[config.mk]
export PLATFORM = sky130hd
export DESIGN_NAME = serial_uart_cfg
export DESIGN_NICKNAME = d
export VERILOG_FILES = /design/src/rtl/serial_uart_cfg_pkg.sv /design/src/rtl/serial_uart_fifo.sv /design/src/rtl/serial_uart_cfg.sv
export SDC_FILE = /design/constraint.sdc
export NUM_CORES = 1
export LEC_CHECK = 0
export ABC_AREA = 1
export BUFFER_PORTS_ARGS = -buffer_cell sky130_fd_sc_hd__buf_2
export CAP_MARGIN = 20
export CORE_MARGIN = 5
export CORE_UTILIZATION = 55
export DETAILED_ROUTE_END_ITERATION = 6
export GPL_TIMING_DRIVEN = 0
export PLACE_DENSITY = 0.77
export SKIP_CTS_REPAIR_TIMING = 1
export SYNTH_ARGS = -nofsm -noshare
export SYNTH_HDL_FRONTEND = slang
export SYNTH_SLANG_ARGS = --single-unit
[constraint.sdc]
create_clock -name clk -period 2.61 [get_ports clk]
set_input_delay 0.1305 -clock clk [delete_from_list [all_inputs] [get_ports clk]]
set_output_delay 0.1305 -clock clk [all_outputs]
set_load 0.01 [all_outputs]
[src/rtl/serial_uart_cfg_pkg.sv]
// Shared parity codes, FSM state encodings and the parity helper for serial_uart_cfg.
package serial_uart_cfg_pkg;
   localparam int PAR_NONE = 0;
   localparam int PAR_EVEN = 1;
   localparam int PAR_ODD  = 2;

   typedef enum logic [2:0] {
      TX_IDLE, TX_START, TX_DATA, TX_PARITY, TX_STOP
   } tx_state_t;

   typedef enum logic [2:0] {
      RX_HUNT, RX_START, RX_DATA, RX_PARITY, RX_STOP, RX_WAITHI
   } rx_state_t;

   // Parity over the low nbits of d; zero when parity is disabled.
   function automatic logic calc_parity(input logic [7:0] d, input int nbits, input int mode);
      logic p;
      p = 1'b0;
      for (int i = 0; i < 8; i++)
         if (i < nbits) p = p ^ d[i];
      return (mode == PAR_ODD) ? ~p : (mode == PAR_EVEN) ? p : 1'b0;
   endfunction
endpackage

[src/rtl/serial_uart_fifo.sv]
// Small synchronous FIFO with show-ahead read data; full/empty from extra pointer MSB.
module serial_uart_fifo #(
   parameter int WIDTH = 8,
   parameter int DEPTH = 4
) (
   input  logic             clk,
   input  logic             reset_n,
   input  logic             wr_en,
   input  logic [WIDTH-1:0] wr_data,
   input  logic             rd_en,
   output logic [WIDTH-1:0] rd_data,
   output logic             full,
   output logic             empty
);
   localparam int AW = $clog2(DEPTH);
   localparam logic [AW:0] PTR_ONE = (AW+1)'(1);

   logic [WIDTH-1:0] r_mem [DEPTH];
   logic [AW:0]      r_wr_ptr, r_rd_ptr;
   logic             w_wr, w_rd;

   assign full    = (r_wr_ptr[AW] != r_rd_ptr[AW]) && (r_wr_ptr[AW-1:0] == r_rd_ptr[AW-1:0]);
   assign empty   = (r_wr_ptr == r_rd_ptr);
   assign w_wr    = wr_en && !full;
   assign w_rd    = rd_en && !empty;
   assign rd_data = r_mem[r_rd_ptr[AW-1:0]];

   always_ff @(posedge clk)
      if (w_wr) r_mem[r_wr_ptr[AW-1:0]] <= wr_data;

   always_ff @(posedge clk or negedge reset_n) begin
      if (!reset_n) begin
         r_wr_ptr <= '0;
         r_rd_ptr <= '0;
      end else begin
         if (w_wr) r_wr_ptr <= r_wr_ptr + PTR_ONE;
         if (w_rd) r_rd_ptr <= r_rd_ptr + PTR_ONE;
      end
   end
endmodule

[src/rtl/serial_uart_cfg.sv]
// UART with runtime baud divisor, 5-8 data bits, optional parity, 1/2 stop bits,
// a TX FIFO and RX framing/parity error reporting.
module serial_uart_cfg
   import serial_uart_cfg_pkg::*;
#(
   parameter int DATA_BITS = 8,
   parameter int PARITY    = 0,
   parameter int STOP_BITS = 1,
   parameter int TX_DEPTH  = 4,
   parameter int DIV_BITS  = 16
) (
   input  logic                clk,
   input  logic                reset_n,
   input  logic [DIV_BITS-1:0] baud_div,
   input  logic                serial_in,
   output logic                serial_out,
   input  logic [7:0]          as_data_i,
   input  logic                as_dstrb_i,
   output logic                as_busy_o,
   output logic [7:0]          as_data_o,
   output logic                as_dstrb_o,
   output logic                as_ferr_o,
   output logic                as_perr_o
);
   localparam logic [DIV_BITS-1:0] DIV_ONE   = DIV_BITS'(1);
   localparam logic [2:0]          LAST_DBIT = 3'(DATA_BITS-1);
   localparam logic [2:0]          LAST_SBIT = 3'(STOP_BITS-1);
   localparam logic [7:0]          DMASK     = 8'((1 << DATA_BITS) - 1);
   localparam bit                  HAS_PAR   = (PARITY != PAR_NONE);

   tx_state_t           r_tx_state;
   logic [DIV_BITS-1:0] r_tx_cnt, r_tx_div;
   logic [2:0]          r_tx_bit;
   logic [7:0]          r_tx_shift;
   logic                r_tx_par;
   logic [7:0]          w_fifo_data;
   logic                w_fifo_full, w_fifo_empty, w_tx_bit_end, w_tx_last_stop, w_tx_pop;

   assign w_tx_bit_end   = (r_tx_cnt == r_tx_div - DIV_ONE);
   assign w_tx_last_stop = (r_tx_state == TX_STOP) && w_tx_bit_end && (r_tx_bit == LAST_SBIT);
   assign w_tx_pop       = !w_fifo_empty && ((r_tx_state == TX_IDLE) || w_tx_last_stop);
   assign as_busy_o      = w_fifo_full;

   serial_uart_fifo #(.WIDTH(8), .DEPTH(TX_DEPTH)) u_fifo (
      .clk     (clk),
      .reset_n (reset_n),
      .wr_en   (as_dstrb_i),
      .wr_data (as_data_i),
      .rd_en   (w_tx_pop),
      .rd_data (w_fifo_data),
      .full    (w_fifo_full),
      .empty   (w_fifo_empty)
   );

   // serial_out is registered from the current state, so the line lags the state by one clock.
   always_ff @(posedge clk or negedge reset_n) begin
      if (!reset_n) begin
         r_tx_state <= TX_IDLE;
         r_tx_cnt   <= '0;
         r_tx_div   <= '0;
         r_tx_bit   <= '0;
         r_tx_shift <= '0;
         r_tx_par   <= 1'b0;
         serial_out <= 1'b1;
      end else begin
         case (r_tx_state)
            TX_START:  serial_out <= 1'b0;
            TX_DATA:   serial_out <= r_tx_shift[0];
            TX_PARITY: serial_out <= r_tx_par;
            default:   serial_out <= 1'b1;
         endcase
         r_tx_cnt <= w_tx_bit_end ? '0 : r_tx_cnt + DIV_ONE;
         if (w_tx_pop) begin
            r_tx_state <= TX_START;
            r_tx_cnt   <= '0;
            r_tx_div   <= baud_div;
            r_tx_shift <= w_fifo_data & DMASK;
            r_tx_par   <= calc_parity(w_fifo_data, DATA_BITS, PARITY);
         end else if (w_tx_bit_end) begin
            r_tx_bit <= r_tx_bit + 3'd1;
            case (r_tx_state)
               TX_START: begin
                  r_tx_state <= TX_DATA;
                  r_tx_bit   <= '0;
               end
               TX_DATA: begin
                  r_tx_shift <= r_tx_shift >> 1;
                  if (r_tx_bit == LAST_DBIT) begin
                     r_tx_state <= HAS_PAR ? TX_PARITY : TX_STOP;
                     r_tx_bit   <= '0;
                  end
               end
               TX_PARITY: begin
                  r_tx_state <= TX_STOP;
                  r_tx_bit   <= '0;
               end
               TX_STOP: if (r_tx_bit == LAST_SBIT) r_tx_state <= TX_IDLE;
               default: ;
            endcase
         end
      end
   end

   rx_state_t           r_rx_state;
   logic                r_rx_meta, r_rx_sync, r_rx_par;
   logic [DIV_BITS-1:0] r_rx_cnt, r_rx_div;
   logic [2:0]          r_rx_bit;
   logic [7:0]          r_rx_data;
   logic                w_rx_bit_end, w_rx_half;

   assign w_rx_bit_end = (r_rx_cnt == r_rx_div - DIV_ONE);
   assign w_rx_half    = (r_rx_cnt == (r_rx_div >> 1) - DIV_ONE);

   always_ff @(posedge clk or negedge reset_n) begin
      if (!reset_n) begin
         r_rx_meta  <= 1'b1;
         r_rx_sync  <= 1'b1;
         r_rx_state <= RX_HUNT;
         r_rx_cnt   <= '0;
         r_rx_div   <= '0;
         r_rx_bit   <= '0;
         r_rx_data  <= '0;
         r_rx_par   <= 1'b0;
         as_dstrb_o <= 1'b0;
         as_data_o  <= '0;
         as_ferr_o  <= 1'b0;
         as_perr_o  <= 1'b0;
      end else begin
         r_rx_meta  <= serial_in;
         r_rx_sync  <= r_rx_meta;
         as_dstrb_o <= 1'b0;
         r_rx_cnt   <= r_rx_cnt + DIV_ONE;
         case (r_rx_state)
            RX_HUNT: if (!r_rx_sync) begin
               r_rx_state <= RX_START;
               r_rx_div   <= baud_div;
               r_rx_cnt   <= '0;
               r_rx_data  <= '0;
            end
            RX_START: if (w_rx_half) begin
               r_rx_cnt   <= '0;
               r_rx_bit   <= '0;
               r_rx_state <= r_rx_sync ? RX_HUNT : RX_DATA;
            end
            RX_DATA: if (w_rx_bit_end) begin
               r_rx_cnt            <= '0;
               r_rx_data[r_rx_bit] <= r_rx_sync;
               r_rx_bit            <= r_rx_bit + 3'd1;
               if (r_rx_bit == LAST_DBIT) r_rx_state <= HAS_PAR ? RX_PARITY : RX_STOP;
            end
            RX_PARITY: if (w_rx_bit_end) begin
               r_rx_cnt   <= '0;
               r_rx_par   <= r_rx_sync;
               r_rx_state <= RX_STOP;
            end
            // A low stop sample parks in WAITHI so a held break reports only once.
            RX_STOP: if (w_rx_bit_end) begin
               r_rx_cnt   <= '0;
               as_dstrb_o <= 1'b1;
               as_data_o  <= r_rx_data;
               as_ferr_o  <= !r_rx_sync;
               as_perr_o  <= HAS_PAR && (calc_parity(r_rx_data, DATA_BITS, PARITY) != r_rx_par);
               r_rx_state <= r_rx_sync ? RX_HUNT : RX_WAITHI;
            end
            RX_WAITHI: if (r_rx_sync) r_rx_state <= RX_HUNT;
            default: r_rx_state <= RX_HUNT;
         endcase
      end
   end
endmodule
==> results of run 1 <==
registers in the layout (all words and copies together), names as in the netlist:
register	flops
u_fifo.r_mem	32
r_tx_bit	3
r_tx_div	16
r_tx_state	3
r_rx_cnt	16
r_rx_meta	1
r_rx_div	16
u_fifo.r_wr_ptr	3
u_fifo.r_rd_ptr	3
r_tx_cnt	16
as_ferr_o	1
as_data_o	8
as_dstrb_o	1
r_rx_bit	3
r_tx_shift	8
r_rx_data	8
r_rx_state	3
r_rx_sync	1
serial_out	1
cell type report:
type | instances | area share [%]
repair buffers | 67 | 4.633
inverters | 123 | 4.499
clock inverters | 14 | 1.585
clock buffers | 18 | 4.182
plain buffers | 34 | 1.683
flip-flops and latches | 143 | 36.48
multi-input cells | 848 | 44.31
well taps | 216 | 2.634
worst paths after layout:
path / from / slack (ns) / to
worst max-delay path: r_rx_div[5] / 0.08 / as_data_o[6]
worst min-delay path: baud_div[2] / -0.02 / r_tx_div[2]
worst max register to register: r_rx_div[5] / 0.08 / as_data_o[6]
worst min register to register: r_rx_meta / 0.35 / r_rx_sync
max in group asynchronous: reset_n / 1.60 / serial_out
min in group asynchronous: reset_n / 0.24 / as_data_o[5]
where the power goes:
| group | switching (µW) | internal, µW |
|---|---|---|
| Clock | 1130 | 1290 |
| Sequential | 382 | 2660 |
| Combinational | 1950 | 1130 |
| Total | 3460 | 5080 |
per-stage QoR:
| step | cell area [µm²] | total power, µW | std cells | hold slack, ns |
|---|---|---|---|---|
| 6_report | 10260 | 8540 | 1463 | -0.02024 |
| 3_5_place_dp | 9329 | 5875 | 1405 | 0.1562 |
| 4_1_cts | 9921 | 8308 | 1437 | -0.3050 |
| 2_1_floorplan | 8833 | 5198 | 1149 | -0.1651 |
| 5_1_grt | 10260 | 9085 | 1463 | 0.00005393 |
| 3_3_place_gp | 9299 | 5760 | 1404 | 0.2365 |
layer usage:
metal / global-route usage (%) / part of all wire [%] / vias up
li1: - / - / 3842
met1: 31.49 / 46 / 3622
met2: 36.61 / 48 / 200
met3: 4.338 / 4.9 / 24
met4: 6.495 / 1.3 / 0
met5: 0 / 0 / -
kinds of logic after synthesis:
family          after synthesis
simple gates                665
other cells                   1
flops                       143
compound gates               79
buf+inv                     158
fa+ha+maj                    15
xor+xnor                     88
worst max-delay path: stages (launching register included):
cell and delay, ns:
dfrtp_1 0.48, nor2_1 0.20, nand2_1 0.18, nor2_4 0.19, nand2_1 0.12, xor2_1 0.16
nand2_1 0.14, nand4_1 0.19, nor2_2 0.22, nand2_2 0.10, nor3_4 0.22, buf_12 0.15
nand2_1 0.05, nand2_1 0.06
cells in the mapped netlist, types with 9 or more instances:
master    count
nand3_1      90
ha_1         15
nor3_1       19
nor2_2       11
o21ai_1      22
nand2_1     313
edfxtp_1     32
dfrtp_1     108
nand2_2       9
nand4_1      31
xnor2_1      29
clkbuf_1     22
nand3b_1     10
o21ai_0      39
xor2_1       56
nor2_1      141
or2_2        12
nand3_2       9
inv_1       118
==> summary.txt, run 1 <==
Synth
  – Post-synthesis simple-gate area fraction: 34.29%
  – Synth Flop Type: dfrtp_1
  – Main combinational cell family by area after synthesis: simple AND/OR/NAND/NOR gates
  – Post-synthesis mux area share: 0%
  – Sequential cell area fraction in the yosys report: 42.37%
  – Ys Warns: 0
  – Yosys top cell by area: dfrtp_1
  – Post-synthesis adder-cell area fraction: 2.125%
  – Ys async rst share: 77.62%
  – Share of the synthesized area in the top cell type: 30.59%
  – Synth top area cells: dfrtp_1 (31%), nand2_1 (13%), edfxtp_1 (11%)
  – Xor and xnor area share after synthesis: 9.136%
  – Mapped cell area: 8833 µm²
  – Mapped Cells: 1,149
  – Synth cell types: 48
  – Complex-gate fraction of the synthesized area: 4.816%
  – Synthesized area per cell: 7.688 µm²
  – Seq cells post-synth: 143
  – EDFF count, synth: 32
  – Synthesized Nets: 1,192

Clock tree
  – TritonCTS Buffers: 17
  – Clk root buf: clkbuf_16
  – Sinks on Clock Net: 143
  – Max Buffers Root-to-Sink: 2
  – Worst-path clk slew: 0.07 ns
  – H-tree levels: 4
  – CTS tree: done
  – Clk_lat worst skew: 0.43 ns

Timing
  – Fmax: 395.4 MHz
  – Min Tclk post-route: 2.529 ns
  – Final period utilization: 96.89%
  – Fin. Hold Viols: 3
  – Final setup viols: 0
  – Worst relative slew slack: 46.54%
  – Slew Viols, Final: 0
  – Final setup margin: 0.08105 ns
  – Pin slew with the least headroom to its limit: 0.7990 ns
  – Clock Skew: 0.01297 ns
  – Min Hold Slack: -0.02024 ns
  – Setup Total Neg Slack: 0 ns

GRT
  – Initial antenna violation count: 0
  – Largest net degree at the start of global routing: 73
  – Global Route Usage Sum: 22.75%
  – Grt total ovfl: 0
  – Vias in the first global route: 7,207
  – First-pass GRT wire length: 33,940 µm

Min path
  – Hold Crit Class: primary input to flop
  – Hold path cells: 3

Detailed routing
  – Via count: 7,688
  – Antenna-violating nets left: 0
  – WL final: 20,590 µm
  – DR vias/cell: 5.255
  – Avg WL per Cell: 14.08 µm
  – Initial DRT Pass Iterations: 7
  – Starting DRC count in detailed routing: 629
  – DRC Markers: 0

Final layout
  – Most common cell after layout, fill and taps aside: nand2_1
  – Fraction of layout cells with a size suffix above 1: 14.43%
  – Area occupied by multi-input gates: 4547 µm²
  – Area growth syn-to-layout: 16.18%
  – Final-layout fill cell count: 1,323
  – Final core utilization: 64.84%
  – Commonest cells after routing, fill and taps aside: nand2_1 (312), nor2_1 (132), inv_1 (116)
  – Net count, final: 1,277
  – N_diodes: 0
  – Storage element area: 3744 µm²

Power
  – PD cells: 832.1 nW/µm²
  – P_leak: 0.004950 µW
  – VDD IR max: 0.5936 mV

Place
  – Dpl hpwl: 14,460 µm
  – Global placement routability congestion: 0.9408
  – Setup WS pre-CTS: -0.05397 ns
  – Port Buffers: 39

Job
  – Max-cap violations: 0

Run status
  – Status: finished, violations left
  – Violated checks: hold timing

Worst setup path
  – Reg2Reg Depth: 13
  – Setup crit end kind: flop
  – Critical Path Source Type: flop
  – CP arrival: 2.90 ns
  – Critical path type: flop to flop
  – Crit Path Max Fanout: 9
  – Worst path required time: 2.98 ns

Die
  – Core ar.: 15,830 µm²
  – Die X: 136.7 µm
  – Io pins: 41
  – Die H: 136.7 µm
  – Rows: 46
  – Starting Density: 55.81%
  – Die ar.: 18,700 µm²
No activity file was read; power rests on OpenSTA's default activity.
==> run 2, diff against run 1 <==
--- a/config.mk
+++ b/config.mk
@@ -10,6 +10,7 @@
 export CAP_MARGIN = 20
 export CORE_MARGIN = 5
 export CORE_UTILIZATION = 55
+export CTS_BUF_LIST = sky130_fd_sc_hd__clkbuf_16
 export DETAILED_ROUTE_END_ITERATION = 6
 export GPL_TIMING_DRIVEN = 0
 export PLACE_DENSITY = 0.77
==> run 2 against run 1 <==
- the flow still finishes with violations (hold timing)
- clock power about the same
- worst setup slack about the same
- non-clock buffer count unchanged
- sequential power about the same
- die area unchanged
- routed wire length hardly changed
- worst hold slack lost 0.0013 ns
- combinational power is essentially flat
- sequential cell count unchanged
- critical path depth unchanged
- critical path type unchanged
==> summary.txt, run 2 (synthesized netlist as in run 1, its figures left out) <==
Run status
  – Status: finished, violations left
  – Violated checks: hold timing

Die
  – Die ar.: 18,700 µm²
  – Die H: 136.7 µm
  – Rows: 46
  – Die X: 136.7 µm
  – Core ar.: 15,830 µm²
  – Starting Density: 55.81%
  – Io pins: 41

Worst setup path
  – Setup crit end kind: flop
  – Worst R2R End: as_data_o[6]
  – R2R Setup Slk: 0.08 ns
  – Reg2Reg Depth: 13
  – Crit Path Max Fanout: 9
  – Critical Path Source Type: flop
  – Launching point of the worst reg2reg path: r_rx_div[5]
  – Worst path required time: 2.98 ns
  – CP arrival: 2.90 ns
  – Critical path type: flop to flop

Final layout
  – Net count, final: 1,277
  – Max reg flops: 32
  – N_diodes: 0
  – Area growth syn-to-layout: 16.18%
  – Fraction of layout cells with a size suffix above 1: 14.43%
  – Design area: 10,260 µm²
  – Most common cell after layout, fill and taps aside: nand2_1
  – Final core utilization: 64.84%
  – Commonest cells after routing, fill and taps aside: nand2_1 (312), nor2_1 (132), inv_1 (117)

Timing
  – Fmax: 395.4 MHz
  – Fin. Hold Viols: 4
  – Min Hold Slack: -0.02150 ns
  – Clock Skew: 0.01302 ns
  – Min Tclk post-route: 2.529 ns
  – Slew Viols, Final: 0
  – Final period utilization: 96.90%
  – Worst relative slew slack: 46.24%
  – Pin slew with the least headroom to its limit: 0.8035 ns
  – Final setup viols: 0

Job
  – Max-cap violations: 0

Min path
  – Hold_sp: baud_div[2]
  – Hold path cells: 3
  – Hold Crit Class: primary input to flop
  – Hold endpoint: r_tx_div[2]

GRT
  – Initial antenna violation count: 0
  – Largest net degree at the start of global routing: 73
  – Grt total ovfl: 0
  – First-pass GRT wire length: 33,940 µm
  – Global Route Usage Sum: 22.75%
  – Vias in the first global route: 7,207

Clock tree
  – H-tree levels: 4
  – Worst-path clk slew: 0.07 ns
  – CTS tree: done
  – Clk_lat worst skew: 0.44 ns
  – TritonCTS Buffers: 17
  – Sinks on Clock Net: 143
  – Max Buffers Root-to-Sink: 2
  – Clk root buf: clkbuf_16

Detailed routing
  – DR vias/cell: 5.256
  – WL final: 20,600 µm
  – Initial DRT Pass Iterations: 7
  – Antenna-violating nets left: 0
  – DRC Markers: 0
  – Via count: 7,690
  – Starting DRC count in detailed routing: 629
  – Avg WL per Cell: 14.08 µm

Place
  – Dpl hpwl: 14,460 µm
  – Global placement routability congestion: 0.9408
  – Port Buffers: 39
  – Area after DPL: 9329 µm²

Power
  – VDD IR max: 0.5959 mV
  – Int Pwr: 5076 µW
  – Psw: 3465 µW
  – PD cells: 832.3 nW/µm²
  – Switching share of power: 40.57%
  – Combinational power share: 36.0%
  – P_leak: 0.004954 µW
  – Clock Power Share: 28.4%
  – Share of power burned in registers: 35.6%
[run 2: worst max-delay path by stage]
stage,start,to,slack (ns),depth (start not counted)
CTS,r_rx_div[0],as_data_o[0],-0.11,13
global route,r_rx_div[6],r_rx_bit[1],-0.04,13
detailed placement,r_rx_div[0],as_data_o[0],-0.05,13
floorplan,r_tx_div[0],r_tx_shift[1],0.46,16
global placement,r_rx_div[0],as_data_o[0],0.02,13
finish,r_rx_div[5],as_data_o[6],0.08,13
[run 2: cell type report]
type | instances | area, µm²
multi-input combinational | 848 | 4547
clock buffer | 17 | 425.4
sequential | 143 | 3744
inverter | 123 | 461.7
fill | 1323 | 5565
clock inverter | 15 | 166.4
timing repair buffer | 67 | 475.5
tap | 216 | 270.3
buffer | 34 | 172.7
[run 2: critical path, stage by stage (launching register included)]
cell and delay, ns:
dfrtp_1 0.48, nor2_1 0.20, nand2_1 0.18, nor2_4 0.19, nand2_1 0.12, xor2_1 0.16
nand2_1 0.14, nand4_1 0.19, nor2_2 0.22, nand2_2 0.10, nor3_4 0.22, buf_12 0.15
nand2_1 0.05, nand2_1 0.06
[run 2: stage by stage]
step,worst slack [ns],cells,power (µW),setup TNS (ns)
2_1_floorplan,0.4583,1149,5198,0
4_1_cts,-0.1059,1437,8304,-0.9532
3_5_place_dp,-0.05397,1405,5875,-0.2900
3_3_place_gp,0.01700,1404,5760,0
6_report,0.08093,1463,8541,0
5_1_grt,-0.04084,1463,9081,-0.3277
[run 2: power groups by stage]
| stage | logic, µW | registers [µW] | clock network (µW) |
|---|---|---|---|
| global placement | 2690 | 3070 | 0 |
| detailed placement | 2800 | 3080 | 0 |
| CTS | 2840 | 3040 | 2430 |
| floorplan | 2220 | 2980 | 0 |
| finish | 3070 | 3040 | 2420 |
| global route | 3450 | 3090 | 2540 |
[run 2: per-layer routing]
metal	share of wire, %	track usage (%)
met1	46	31.49
met2	48	36.61
met3	4.9	4.338
met4	1.3	6.495
met5	0	0
==> run 3, diff against run 2 <==
--- a/config.mk
+++ b/config.mk
@@ -17,4 +17,5 @@
 export SKIP_CTS_REPAIR_TIMING = 1
 export SYNTH_ARGS = -nofsm -noshare
 export SYNTH_HDL_FRONTEND = slang
+export SYNTH_HIERARCHICAL = 1
 export SYNTH_SLANG_ARGS = --single-unit
==> run 3 against run 2 <==
- the run still ends with hold timing left
- sequential share of layout area up 0.31 points
- clock power down 5%
- worst setup slack better by 0.030 ns
- clock skew down 0.0065 ns
- largest cell class unchanged
- highest routed layer unchanged
==> summary.txt, run 3 <==
Run status
  – Status: finished, violations left
  – Violated checks: hold timing

Worst setup path
  – Crit Path Max Fanout: 10
  – CP most frequent cell: nand2_1
  – Worst path top cell family by delay: simple AND/OR/NAND/NOR gates
  – Critical Path Source Type: flop
  – Critical path buffers and inverters: 3
  – Setup crit end kind: flop
  – CP max stage delay: 0.40 ns
  – CP arrival: 2.80 ns
  – Critical path type: flop to flop
  – Worst path required time: 2.91 ns
  – CP max-delay cell: dfrtp_1
  – CP cell instances: inv_2 > ha_2 > nand2_1 > inv_1 > nor2_1 > nand2_1 > nor2_1 > nand3_1 > nor2_1 > nand2_1 > nor2_2 > nand3_1 > nand2_1 > nand2_4 > clkbuf_1 > nand2_1 > o21ai_1

Detailed routing
  – DR vias/cell: 5.209
  – Antenna-violating nets left: 0
  – Initial DRT Pass Iterations: 5
  – Via count: 7,719
  – WL final: 19,860 µm
  – Avg WL per Cell: 13.40 µm
  – DRC Markers: 0
  – Starting DRC count in detailed routing: 600

Synth
  – Synth Flop Type: dfrtp_1
  – Synthesized area per cell: 7.528 µm²
  – Ys async rst share: 77.62%
  – Post-synthesis adder-cell area fraction: 2.259%
  – Mapped Cells: 1,177
  – Seq cells post-synth: 143
  – Synthesized Nets: 1,221
  – Yosys top cell by area: dfrtp_1
  – Complex-gate fraction of the synthesized area: 5.083%
  – Mapped cell area: 8861 µm²
  – Post-synthesis simple-gate area fraction: 34.71%
  – Post-synthesis mux area share: 0%
  – EDFF count, synth: 32
  – Count leader, synth: nand2_1
  – Share of the synthesized area in the top cell type: 30.50%
  – Sequential cell area fraction in the yosys report: 42.23%
  – Synth cell types: 42
  – Ys Warns: 6
  – Main combinational cell family by area after synthesis: simple AND/OR/NAND/NOR gates
  – Synth top area cells: dfrtp_1 (30%), nand2_1 (13%), edfxtp_1 (11%)
  – Xor and xnor area share after synthesis: 7.809%
  – List of most frequent post-synthesis cells: nand2_1 (318), nor2_1 (149), inv_1 (132), nand3_1 (113), dfrtp_1 (108)

Die
  – Starting Density: 55.98%
  – Io pins: 41
  – Die H: 136.9 µm
  – Core ar.: 15,830 µm²
  – Die X: 136.9 µm
  – Die ar.: 18,750 µm²
  – Rows: 46

Timing
  – Worst relative slew slack: 48.82%
  – Clock Skew: 0.006545 ns
  – Final period utilization: 95.74%
  – Min Hold Slack: -0.006541 ns
  – Final setup viols: 0
  – Pin slew with the least headroom to its limit: 0.7649 ns
  – Min Tclk post-route: 2.499 ns
  – Slew Viols, Final: 0
  – Setup Total Neg Slack: 0 ns
  – Fin. Hold Viols: 2
  – Fmax: 400.2 MHz
  – Final setup margin: 0.1112 ns

Final layout
  – Area growth syn-to-layout: 14.80%
  – Commonest cells after routing, fill and taps aside: nand2_1 (314), nor2_1 (144), inv_1 (132)
  – Net count, final: 1,297
  – Most common cell after layout, fill and taps aside: nand2_1
  – Fraction of layout cells with a size suffix above 1: 13.43%
  – Final core utilization: 64.27%
  – N_diodes: 0
  – Max reg flops: 32

Clock tree
  – CTS tree: done
  – Worst-path clk slew: 0.06 ns
  – Clk root buf: clkbuf_16
  – TritonCTS Buffers: 17
  – Clk_lat worst skew: 0.42 ns
  – Max Buffers Root-to-Sink: 2
  – H-tree levels: 4
  – Sinks on Clock Net: 143

GRT
  – Vias in the first global route: 7,218
  – First-pass GRT wire length: 33,380 µm
  – Global Route Usage Sum: 22.10%
  – Grt total ovfl: 0
  – Largest net degree at the start of global routing: 57
  – Initial antenna violation count: 0

Power
  – VDD IR max: 0.6095 mV
  – PD cells: 1063 nW/µm²
  – P_leak: 0.005028 µW

Min path
  – Hold Crit Class: primary input to flop

Place
  – Global placement routability congestion: 0.8895
  – Dpl hpwl: 14,340 µm
  – Setup WS pre-CTS: -0.04623 ns
  – Port Buffers: 39

Job
  – Max-cap violations: 0
run 3: per-stage QoR:
step	total power (µW)	instances	area, µm²
3_5_place_dp	8321	1434	9361
2_1_floorplan	7211	1177	8861
6_report	10820	1482	10170
4_1_cts	10670	1466	9927
3_3_place_gp	8195	1432	9326
5_1_grt	11770	1482	10170
run 3: logic make-up after synthesis:
kind of cell	Yosys count
compound gates	82
xor+xnor	75
fa+ha+maj	16
buf+inv	168
flops	143
other cells	1
simple gates	692
run 3: where the power goes:
part	switching, µW	total, µW	internal [µW]	leakage [µW]
Sequential	612	3500	2890	0.00172
Clock	982	2300	1320	0.000264
Combinational	3220	5010	1790	0.00304
run 3: final cells by class:
type                       instances  area (µm²)
buffer                            32       188.9
clock inverter                    15       140.1
clock buffer                      17       425.4
fill                            1370        5655
sequential                       143        3742
inverter                         136       516.7
tap                              216       270.3
multi-input combinational        866        4508
timing repair buffer              57       380.4
run 3: worst paths after layout:
kind	from	to	slack (ns)	cells past startpoint
worst min-delay path	baud_div[2]	r_tx_div[2]	-0.007	3
worst min register to register	r_rx_meta	r_rx_sync	0.36	0
min in group asynchronous	reset_n	r_tx_state[0]	0.31	2
max in group asynchronous	reset_n	r_rx_meta	1.50	3
worst max-delay path	r_tx_div[0]	r_tx_div[5]	0.11	17
worst max register to register	r_tx_div[0]	r_tx_div[5]	0.11	17
run 3: worst reg2reg max path, stage by stage, from the launching register on:
cell      delay, ns
dfrtp_1        0.40
inv_2          0.09
ha_2           0.28
nand2_1        0.06
inv_1          0.03
nor2_1         0.07
nand2_1        0.08
nor2_1         0.12
nand3_1        0.07
nor2_1         0.12
nand2_1        0.09
nor2_2         0.15
nand3_1        0.10
nand2_1        0.14
nand2_4        0.10
clkbuf_1       0.26
nand2_1        0.13
o21ai_1        0.08
run 3: routing by layer:
| metal | part of all wire [%] | GRT usage (%) | vias to the layer above |
|---|---|---|---|
| li1 | - | - | 3915 |
| met1 | 48 | 31.58 | 3606 |
| met2 | 46 | 34.66 | 171 |
| met3 | 4.5 | 3.787 | 27 |
| met4 | 1.6 | 6.596 | 0 |
| met5 | 0 | 0 | - |
